--- src/rtl/cpu_pkg.sv ---
// Shared CPU encodings: opcodes, ALU function codes, IR field positions and
// sequencer state codes used by both the control unit and the datapath/ALU.
package cpu_pkg;

  localparam int unsigned IR_W      = 32;
  localparam int unsigned REG_IDX_W = 4;
  localparam int unsigned ALUOP_W   = 4;

  localparam int unsigned OP_MSB = 31;
  localparam int unsigned RA_MSB = 26;
  localparam int unsigned RA_LSB = 23;
  localparam int unsigned RB_MSB = 22;
  localparam int unsigned RB_LSB = 19;
  localparam int unsigned RC_MSB = 18;
  localparam int unsigned RC_LSB = 15;

  localparam int unsigned OP_ADD  = 3;
  localparam int unsigned OP_SUB  = 4;
  localparam int unsigned OP_AND  = 5;
  localparam int unsigned OP_OR   = 6;
  localparam int unsigned OP_ROR  = 7;
  localparam int unsigned OP_ROL  = 8;
  localparam int unsigned OP_SHR  = 9;
  localparam int unsigned OP_SHRA = 10;
  localparam int unsigned OP_SHL  = 11;
  localparam int unsigned OP_DIV  = 15;
  localparam int unsigned OP_MUL  = 16;
  localparam int unsigned OP_NEG  = 17;
  localparam int unsigned OP_NOT  = 18;
  localparam int unsigned OP_NOP  = 26;
  localparam int unsigned OP_HALT = 27;

  typedef logic [ALUOP_W-1:0] aluop_t;

  localparam aluop_t ALU_ADD  = 4'd0;
  localparam aluop_t ALU_SUB  = 4'd1;
  localparam aluop_t ALU_AND  = 4'd2;
  localparam aluop_t ALU_OR   = 4'd3;
  localparam aluop_t ALU_SHR  = 4'd4;
  localparam aluop_t ALU_SHL  = 4'd5;
  localparam aluop_t ALU_SHRA = 4'd6;
  localparam aluop_t ALU_ROR  = 4'd7;
  localparam aluop_t ALU_ROL  = 4'd8;
  localparam aluop_t ALU_NEG  = 4'd9;
  localparam aluop_t ALU_NOT  = 4'd10;

  typedef logic [3:0] state_t;

  localparam state_t S_RESET = 4'd0;
  localparam state_t S_T0    = 4'd1;
  localparam state_t S_T1    = 4'd2;
  localparam state_t S_T2    = 4'd3;
  localparam state_t S_T3    = 4'd4;
  localparam state_t S_T4    = 4'd5;
  localparam state_t S_T5    = 4'd6;
  localparam state_t S_T6    = 4'd7;
  localparam state_t S_HALT  = 4'd8;

  typedef enum logic [2:0] {
    CLS_ALU3,
    CLS_MULDIV,
    CLS_UNARY,
    CLS_NOP,
    CLS_HALT
  } instr_class_e;

  typedef logic [REG_IDX_W-1:0] reg_idx_t;

  typedef struct packed {
    instr_class_e cls;
    aluop_t       alu_op;
    logic         mul;
    logic         div;
    reg_idx_t     ra;
    reg_idx_t     rb;
    reg_idx_t     rc;
  } decode_t;

endpackage

--- src/rtl/instr_decoder.sv ---
// Combinational instruction decode: IR -> instruction class, ALU function,
// multiply/divide select and register fields. Unknown opcodes decode as nop.
module instr_decoder
  import cpu_pkg::*;
#(
  parameter int unsigned OPW = 5
) (
  input  logic [IR_W-1:0] IR,
  output decode_t         dec_c
);

  logic [OPW-1:0] op;
  logic           unused_ir_bits;

  assign op             = IR[OP_MSB -: OPW];
  assign unused_ir_bits = ^IR[RC_LSB-1:0];

  always_comb begin
    dec_c        = '0;
    dec_c.cls    = CLS_NOP;
    dec_c.alu_op = ALU_ADD;
    dec_c.ra     = IR[RA_MSB:RA_LSB];
    dec_c.rb     = IR[RB_MSB:RB_LSB];
    dec_c.rc     = IR[RC_MSB:RC_LSB];
    case (op)
      OPW'(OP_ADD):  begin dec_c.cls = CLS_ALU3;   dec_c.alu_op = ALU_ADD;  end
      OPW'(OP_SUB):  begin dec_c.cls = CLS_ALU3;   dec_c.alu_op = ALU_SUB;  end
      OPW'(OP_AND):  begin dec_c.cls = CLS_ALU3;   dec_c.alu_op = ALU_AND;  end
      OPW'(OP_OR):   begin dec_c.cls = CLS_ALU3;   dec_c.alu_op = ALU_OR;   end
      OPW'(OP_ROR):  begin dec_c.cls = CLS_ALU3;   dec_c.alu_op = ALU_ROR;  end
      OPW'(OP_ROL):  begin dec_c.cls = CLS_ALU3;   dec_c.alu_op = ALU_ROL;  end
      OPW'(OP_SHR):  begin dec_c.cls = CLS_ALU3;   dec_c.alu_op = ALU_SHR;  end
      OPW'(OP_SHRA): begin dec_c.cls = CLS_ALU3;   dec_c.alu_op = ALU_SHRA; end
      OPW'(OP_SHL):  begin dec_c.cls = CLS_ALU3;   dec_c.alu_op = ALU_SHL;  end
      OPW'(OP_DIV):  begin dec_c.cls = CLS_MULDIV; dec_c.div    = 1'b1;     end
      OPW'(OP_MUL):  begin dec_c.cls = CLS_MULDIV; dec_c.mul    = 1'b1;     end
      OPW'(OP_NEG):  begin dec_c.cls = CLS_UNARY;  dec_c.alu_op = ALU_NEG;  end
      OPW'(OP_NOT):  begin dec_c.cls = CLS_UNARY;  dec_c.alu_op = ALU_NOT;  end
      OPW'(OP_HALT): dec_c.cls = CLS_HALT;
      default:       dec_c.cls = CLS_NOP;
    endcase
  end

endmodule

--- src/rtl/alu_control_sequencer.sv ---
// Hardwired T-state sequencer for fetch and the register-register ALU class.
// Strobes are a Moore decode of the state register (plus IR fields), so clear zeroes them at once.
module alu_control_sequencer
  import cpu_pkg::*;
#(
  parameter int unsigned NREGS = 16,
  parameter int unsigned OPW   = 5
) (
  input  logic              clock,
  input  logic              clear,
  input  logic [IR_W-1:0]   IR,
  output logic [NREGS-1:0]  Rin,
  output logic [NREGS-1:0]  Rout,
  output logic              PCin,
  output logic              PCout,
  output logic              MARin,
  output logic              MDRin,
  output logic              MDRout,
  output logic              IRin,
  output logic              Yin,
  output logic              Zlowin,
  output logic              Zhighin,
  output logic              Zlowout,
  output logic              Zhighout,
  output logic              HIin,
  output logic              LOin,
  output logic              IncPC,
  output logic              Read,
  output logic [ALUOP_W-1:0] ALUop,
  output logic              ALU_MUL,
  output logic              ALU_DIV,
  output logic              run
);

  decode_t      dec_c;
  state_t       state;
  state_t       state_nxt;
  instr_class_e cls_q;
  aluop_t       aluop_q;
  logic         mul_q;
  logic         div_q;

  instr_decoder #(.OPW(OPW)) u_instr_decoder (
    .IR    (IR),
    .dec_c (dec_c)
  );

  function automatic logic [NREGS-1:0] reg_sel(input reg_idx_t idx);
    return NREGS'(1) << idx;
  endfunction

  // State register; the decoded opcode is frozen when leaving T3.
  always_ff @(posedge clock or posedge clear) begin
    if (clear) begin
      state   <= S_RESET;
      cls_q   <= CLS_NOP;
      aluop_q <= ALU_ADD;
      mul_q   <= 1'b0;
      div_q   <= 1'b0;
    end else begin
      state <= state_nxt;
      if (state == S_T3) begin
        cls_q   <= dec_c.cls;
        aluop_q <= dec_c.alu_op;
        mul_q   <= dec_c.mul;
        div_q   <= dec_c.div;
      end
    end
  end

  always_comb begin
    state_nxt = S_RESET;
    case (state)
      S_RESET: state_nxt = S_T0;
      S_T0:    state_nxt = S_T1;
      S_T1:    state_nxt = S_T2;
      S_T2:    state_nxt = S_T3;
      S_T3: begin
        case (dec_c.cls)
          CLS_HALT: state_nxt = S_HALT;
          CLS_NOP:  state_nxt = S_T0;
          default:  state_nxt = S_T4;
        endcase
      end
      S_T4:    state_nxt = (cls_q == CLS_UNARY) ? S_T0 : S_T5;
      S_T5:    state_nxt = (cls_q == CLS_MULDIV) ? S_T6 : S_T0;
      S_T6:    state_nxt = S_T0;
      S_HALT:  state_nxt = S_HALT;
      default: state_nxt = S_RESET;
    endcase
  end

  // Strobe decode: T0-T2 fetch, T3 from live decode, T4+ from the frozen opcode.
  always_comb begin
    Rin      = '0;
    Rout     = '0;
    PCin     = 1'b0;
    PCout    = 1'b0;
    MARin    = 1'b0;
    MDRin    = 1'b0;
    MDRout   = 1'b0;
    IRin     = 1'b0;
    Yin      = 1'b0;
    Zlowin   = 1'b0;
    Zhighin  = 1'b0;
    Zlowout  = 1'b0;
    Zhighout = 1'b0;
    HIin     = 1'b0;
    LOin     = 1'b0;
    IncPC    = 1'b0;
    Read     = 1'b0;
    ALUop    = ALU_ADD;
    ALU_MUL  = 1'b0;
    ALU_DIV  = 1'b0;
    run      = (state != S_RESET) && (state != S_HALT);
    case (state)
      S_T0: begin
        PCout  = 1'b1;
        MARin  = 1'b1;
        IncPC  = 1'b1;
        Zlowin = 1'b1;
      end
      S_T1: begin
        Zlowout = 1'b1;
        PCin    = 1'b1;
        Read    = 1'b1;
        MDRin   = 1'b1;
      end
      S_T2: begin
        MDRout = 1'b1;
        IRin   = 1'b1;
      end
      S_T3: begin
        case (dec_c.cls)
          CLS_ALU3: begin
            Rout = reg_sel(dec_c.rb);
            Yin  = 1'b1;
          end
          CLS_MULDIV: begin
            Rout = reg_sel(dec_c.ra);
            Yin  = 1'b1;
          end
          CLS_UNARY: begin
            Rout   = reg_sel(dec_c.rb);
            ALUop  = dec_c.alu_op;
            Zlowin = 1'b1;
          end
          default: ;
        endcase
      end
      S_T4: begin
        case (cls_q)
          CLS_ALU3: begin
            Rout   = reg_sel(dec_c.rc);
            ALUop  = aluop_q;
            Zlowin = 1'b1;
          end
          CLS_MULDIV: begin
            Rout    = reg_sel(dec_c.rb);
            ALU_MUL = mul_q;
            ALU_DIV = div_q;
            Zlowin  = 1'b1;
            Zhighin = 1'b1;
          end
          CLS_UNARY: begin
            Zlowout = 1'b1;
            Rin     = reg_sel(dec_c.ra);
          end
          default: ;
        endcase
      end
      S_T5: begin
        case (cls_q)
          CLS_ALU3: begin
            Zlowout = 1'b1;
            Rin     = reg_sel(dec_c.ra);
          end
          CLS_MULDIV: begin
            Zlowout = 1'b1;
            LOin    = 1'b1;
          end
          default: ;
        endcase
      end
      S_T6: begin
        if (cls_q == CLS_MULDIV) begin
          Zhighout = 1'b1;
          HIin     = 1'b1;
        end
      end
      default: ;
    endcase
  end

endmodule

--- config.mk ---
export PLATFORM = sky130hd
export DESIGN_NAME = alu_control_sequencer
export DESIGN_NICKNAME = d
export VERILOG_FILES = /design/src/rtl/cpu_pkg.sv /design/src/rtl/instr_decoder.sv /design/src/rtl/alu_control_sequencer.sv
export SDC_FILE = /design/constraint.sdc
export NUM_CORES = 1
export LEC_CHECK = 0
export BUFFER_PORTS_ARGS = -buffer_cell sky130_fd_sc_hd__buf_2
export CAP_MARGIN = 15
export CELL_PAD_IN_SITES_DETAIL_PLACEMENT = 2
export CELL_PAD_IN_SITES_GLOBAL_PLACEMENT = 2
export CORE_AREA = 4 4 78 134
export DETAILED_ROUTE_END_ITERATION = 12
export DIE_AREA = 0 0 82 138
export PLACE_DENSITY_LB_ADDON = 0.1
export SYNTH_ARGS = -nofsm -noshare
export SYNTH_HDL_FRONTEND = slang
export SYNTH_SLANG_ARGS = --single-unit
--- constraint.sdc ---
create_clock -name clock -period 2.1 [get_ports clock]
set_clock_uncertainty 0.05 [all_clocks]
set_input_delay 0.315 -clock clock [delete_from_list [all_inputs] [get_ports clock]]
set_output_delay 0.315 -clock clock [all_outputs]
set_load 0.05 [all_outputs]
### After elaboration in Yosys (flattened, before gate mapping)

Cells that the tools add are included.
W data, S select, Z words.

* bits in registers: 13
* input bits: 34
* output and inout bits: 54
* logic and storage cells: 84

* eq/ne operators: 29
* shift operators: 3
* muxes and demuxes: 35
* reduce and logical (&&, ||, !) cells: 12

Operators with widths (number)
* $pmux W16 S2: 4
* $shl A1 B4 Y16 const A: 3
* $pmux W4 S10: 1
* $mux W16: 2
* $pmux W4 S8: 1
* $eq A5 B4 Y1 const B: 5
* $eq A5 B3 Y1 const B: 4
* $eq A5 B5 Y1 const B: 4
* $mux W1: 18
* $eq A4 B3 Y1 const B: 4
* $pmux W4 S2: 2
* $pmux W3 S4: 1
* $reduce_or A2 Y1: 6
* $eq A3 B2 Y1 const B: 3
* $reduce_or A9 Y1: 1
* $eq A4 B2 Y1 const B: 2
* $mux W4: 2
* $eq A3 B1 Y1 const B: 2
* $logic_not A3 Y1: 2
* $mux W3: 2
* $pmux W1 S3: 2
* $eq A5 B2 Y1 const B: 1
* $eq A4 B1 Y1 const B: 1
* $eq A4 B4 Y1 const B: 1
* 5 further kinds: 5

### Longest topological paths before layout

* depth in word-level cells: 7
* depth in mapped cells: 7
* gate-level depth less buffers: 4

### Modules after synthesis

Synthesis repeated with hierarchy kept, for this count alone.

* cell total of the unflattened synthesis: 282
* area total of the unflattened synthesis: 1948.1 um^2

Modules (own cells, without submodules)
* alu_control_sequencer: times used 1, cells each 233, area each 1622.8 um^2, seq. area each 327.8 um^2
* instr_decoder: times used 1, cells each 49, area each 325.3 um^2, seq. area each 0.0 um^2

### Least setup slack after synthesis

Ideal clock, no wire load.

* path type: register -> output
* start: register cls_q[0]
* end: output ALU_DIV
* arrival time: 2853 ps
* required time: 1735 ps
* path slack: -1118 ps
* cell stages (with the launch flop): 5
* path buffers: 1
* cell sequence: dfstp_2 > or3b_2 > clkbuf_1 > nor3_1 > and2_1

* longest elaborated chain between the ends: 3

RTL lines
* start, declared: RTL line alu_control_sequencer.sv:38 `instr_class_e cls_q;`
* start signal, assigned: RTL line alu_control_sequencer.sv:63 `cls_q <= dec_c.cls;`
* $eq A3 B1 Y1: RTL line alu_control_sequencer.sv:152 `case (cls_q)`
* $mux W1: RTL line alu_control_sequencer.sv:152
* $mux W1: RTL line alu_control_sequencer.sv:116 `case (state)`
* end, declared: RTL line alu_control_sequencer.sv:31 `output logic ALU_DIV,`

No other way between the ends.

### Final worst setup path

* start: register state[3]
* end: output Rout[2]

* longest elaborated chain between the ends: 2
* elaborated cells between the ends (all ways): 3
* classes of those cells: 2 x eq/ne; 1 x mux

RTL lines
* start, declared: RTL line alu_control_sequencer.sv:36 `state_t state;`
* start signal, assigned: RTL line alu_control_sequencer.sv:61 `state <= state_nxt;`
* $eq A4 B3 Y1: RTL line alu_control_sequencer.sv:116
* $pmux W16 S2 *: RTL line alu_control_sequencer.sv:116
* end, declared: RTL line alu_control_sequencer.sv:13 `output logic [NREGS-1:0] Rout,`

Mark *: on every way between the ends. The rest lies on a longest branch, timed or not.

==> flow_metrics.py <==
metrics = {
    "die": {
        "num_rows": 47,
        "die_h_um": 138,
        "core_area_um2": 9410,
        "die_w_um": 82,
        "start_util_pct": 21.4,
        "dieArea_um2": 11300,
        "ios": 88,
    },
    "clock_network": {
        "path_clk_slew_ns": 0.05,
        "htree_levels": 1,
        "cts_buffers": 3,
        "clk_latency_ns": 0.24,
        "clockRootBuffer": "clkbuf_16",
        "hold_buffers": 0,
        "cts_tree": "built",
        "clockBufferDepth": 2,
        "clkSinkCount": 13,
    },
    "detailed_routing": {
        "num_vias": 2930,
        "final_antenna_net_count": 0,
        "wire_per_inst_um": 23.2,
        "viasPerCell": 5.31,
        "routed_wirelength_mm": 12.8,
        "drt_iter0_markers": 91,
        "drc_errors": 0,
        "drt_first_pass_iters": 4,
    },
    "outcome": {
        "outcome": "finished with violations",
        "violations": "setup timing",
    },
    "setup_path": {
        "rrSetupSlack_ns": 0.24,
        "path_class": "reg -> out",
        "critical_path_arrival_ns": 2.14,
        "endpoint_kind": "output port",
        "crit-reg2reg-capture": "cls_q[2]",
        "crit_required_ns": 1.74,
        "reg2reg_depth": 7,
        "crit_path_max_fanout": 4,
        "startpoint_type": "flop",
        "r2r_start": "state[3]",
    },
    "yosys": {
        "synthArstFlopShare_pct": 100,
        "synth-edff-count": 0,
        "synth-seq-cells": 13,
        "synth_warnings": 0,
        "ys_types": 56,
        "syn_area_um2": 2020,
        "ys_seq_area_share_pct": 16.2,
        "postSynthCellCount": 291,
        "synth_ff_type": "dfrtp_1",
        "syn_avg_cell_area_um2": 6.94,
        "syn_nets": 325,
    },
    "sta": {
        "max_slew_margin_pct": 62.6,
        "max_slew.worst_pin.slew_ns": 0.561,
        "final_hold_viol_count": 0,
        "finalCritPeriodShare_pct": 119,
        "fin_setup_tns_ns": -10.66,
        "setup_violations": 44,
        "setup_slack_ns": -0.403,
        "hold_ws_ns": 0.0693,
        "final_max_slew_viol_count": 0,
        "fin_crit_ns": 2.50,
        "fmax_mhz": 399,
        "grt_setup_unrepaired": "yes",
    },
    "global_route": {
        "grt_max_degree": 14,
        "gr-total-overflow": 0,
        "grt_pass1_wl_mm": 19.0,
        "grt_pass1_vias": 3388,
        "antenna_found_initial": 1,
        "grt_usage_pct": 21.7,
    },
    "cells_and_area": {
        "drive_gt1_share_pct": 64.8,
        "area.growth.synth_to_final_pct": 123,
        "fin_util_pct": 47.8,
        "num-nets-final": 464,
    },
    "placement": {
        "gp_congestion": 0.826,
        "portBuffers": 72,
        "hpwl_mm": 8.87,
    },
    "power_and_ir_drop": {
        "p_per_area_nw_per_um2": 944,
        "total_leakage_power_nw": 1.75,
        "vdd_drop_max_mv": 0.427,
    },
    "worst_hold_path": {
        "min_path_type": "in -> async",
    },
    "job": {
        "max_cap_violations": 0,
    },
}
## worst max path at each step
stage          startpoint  endpoint  slack, ns  depth (start not counted)
2_1_floorplan    state[3]   Rout[8]      -0.58                          6
3_3_place_gp       IR[27]   Rout[2]      -0.26                          6
3_5_place_dp       IR[27]   Rout[2]      -0.28                          6
4_1_cts          state[0]   Rout[2]      -0.41                          5
5_1_grt          cls_q[1]    Rin[5]      -0.47                          6
6_report         state[3]   Rout[2]      -0.40                          5
## worst max-delay path: stages, from the launching register on
cell      delay [ns]
dfrtp_1         0.38
nand2b_4        0.16
or3_4           0.44
or3b_4          0.45
o211ai_1        0.22
buf_4           0.24
## cells in the mapped netlist, types with 2 or more instances
library cell,n,share of area [%]
o221ai_1,12,5.2
o22ai_1,4,1.2
o31ai_1,2,0.74
nand4b_1,2,0.87
o21ai_0,18,4.5
a21oi_1,12,3.0
nor3_1,12,3.0
a221oi_1,3,1.3
nand3_1,16,4.0
nand2_1,16,3.0
o2111ai_1,4,1.7
clkbuf_1,21,3.9
or3b_2,4,1.7
nand2b_1,14,4.3
nand3b_1,3,1.1
nor4_1,2,0.62
or3_1,3,0.93
or2_2,4,1.2
nor4b_1,5,2.2
o211ai_1,3,1.1
mux2_2,3,1.7
nor2b_1,8,2.5
dfstp_2,2,2.6
and2_1,6,1.9
o2bb2ai_1,4,1.7
dfrtp_1,11,14
buf_4,7,2.6
or3b_1,3,1.3
and3_1,13,4.0
nor3b_1,4,1.5
inv_1,4,0.74
buf_2,5,1.2
nand4_1,3,0.93
nor2_1,36,6.7
## cells by family after synthesis
kind of cell	after synthesis	share of synthesized area [%]
mux	4	2.17
buf+inv	38	9.05
simple gates	160	44.5
flops	13	16.2
compound gates	75	27.7
xor+xnor	1	0.434
## layout make-up
type / instances / area (um^2)
fillers: 1007 / 4910
multi-input cells: 240 / 2320
repair buffers: 168 / 1600
flip-flops and latches: 13 / 330
well taps: 122 / 153
clock buffers: 4 / 78.8
inverters: 4 / 15.0
diodes: 1 / 2.50
## registers in the layout, indices dropped and copies added (netlist names)
signal,flops
cls_q,3
aluop_q,4
div_q,1
mul_q,1
state,4
## timing repair
item                                   CTS  global route
resized for setup                      174            62
gates cloned                             1             0
endpoints found under the hold margin    0             0
pin swaps                               29            36
setup buffers                           17            15
setup endpoints to repair               45            50
## layout by cell type, fill, tap and decap left out, drive strengths merged, types with 2 or more instances in the layout
cell / count
nand2: 16
o31ai: 2
a221oi: 3
inv: 4
nand4: 3
nor2: 36
o2bb2ai: 4
or3: 4
nor4b: 5
nor2b: 8
or2: 4
nor3b: 4
and3: 13
clkbuf: 6
o21ai: 18
o22ai: 4
nand3b: 3
mux2: 3
dfrtp: 11
a21oi: 12
nand2b: 14
o2111ai: 4
dfstp: 2
or3b: 7
nand4b: 2
nand3: 16
and2: 6
buf: 166
o211ai: 3
o32ai: 2
o221ai: 13
nor4: 2
nor3: 13
## power breakdown
| part | switching (W) | internal [W] |
|---|---|---|
| Clock | 0.000107 | 0.000256 |
| Combinational | 0.00191 | 0.00148 |
| Sequential | 0.000124 | 0.000372 |
## per-layer routing
metal  global-route usage [%]  routed length [um]  share of wire [%]
met4                     5.43                 640                5.0
met1                     21.4                4150                 32
met3                     1.30                 218                1.7
met5                        0                   0                  0
met2                     45.3                7770                 61
## per-stage QoR
step,power (W),setup WS (ns),cell area (um^2),instances
finish,0.00425,-0.403,4500,552
global route,0.00447,-0.468,4500,552
CTS,0.00382,-0.410,4140,540
detailed placement,0.00279,-0.284,3310,521
global placement,0.00274,-0.259,3310,521
floorplan,0.00203,-0.584,2460,291
Power figures use the tool's default switching activity.
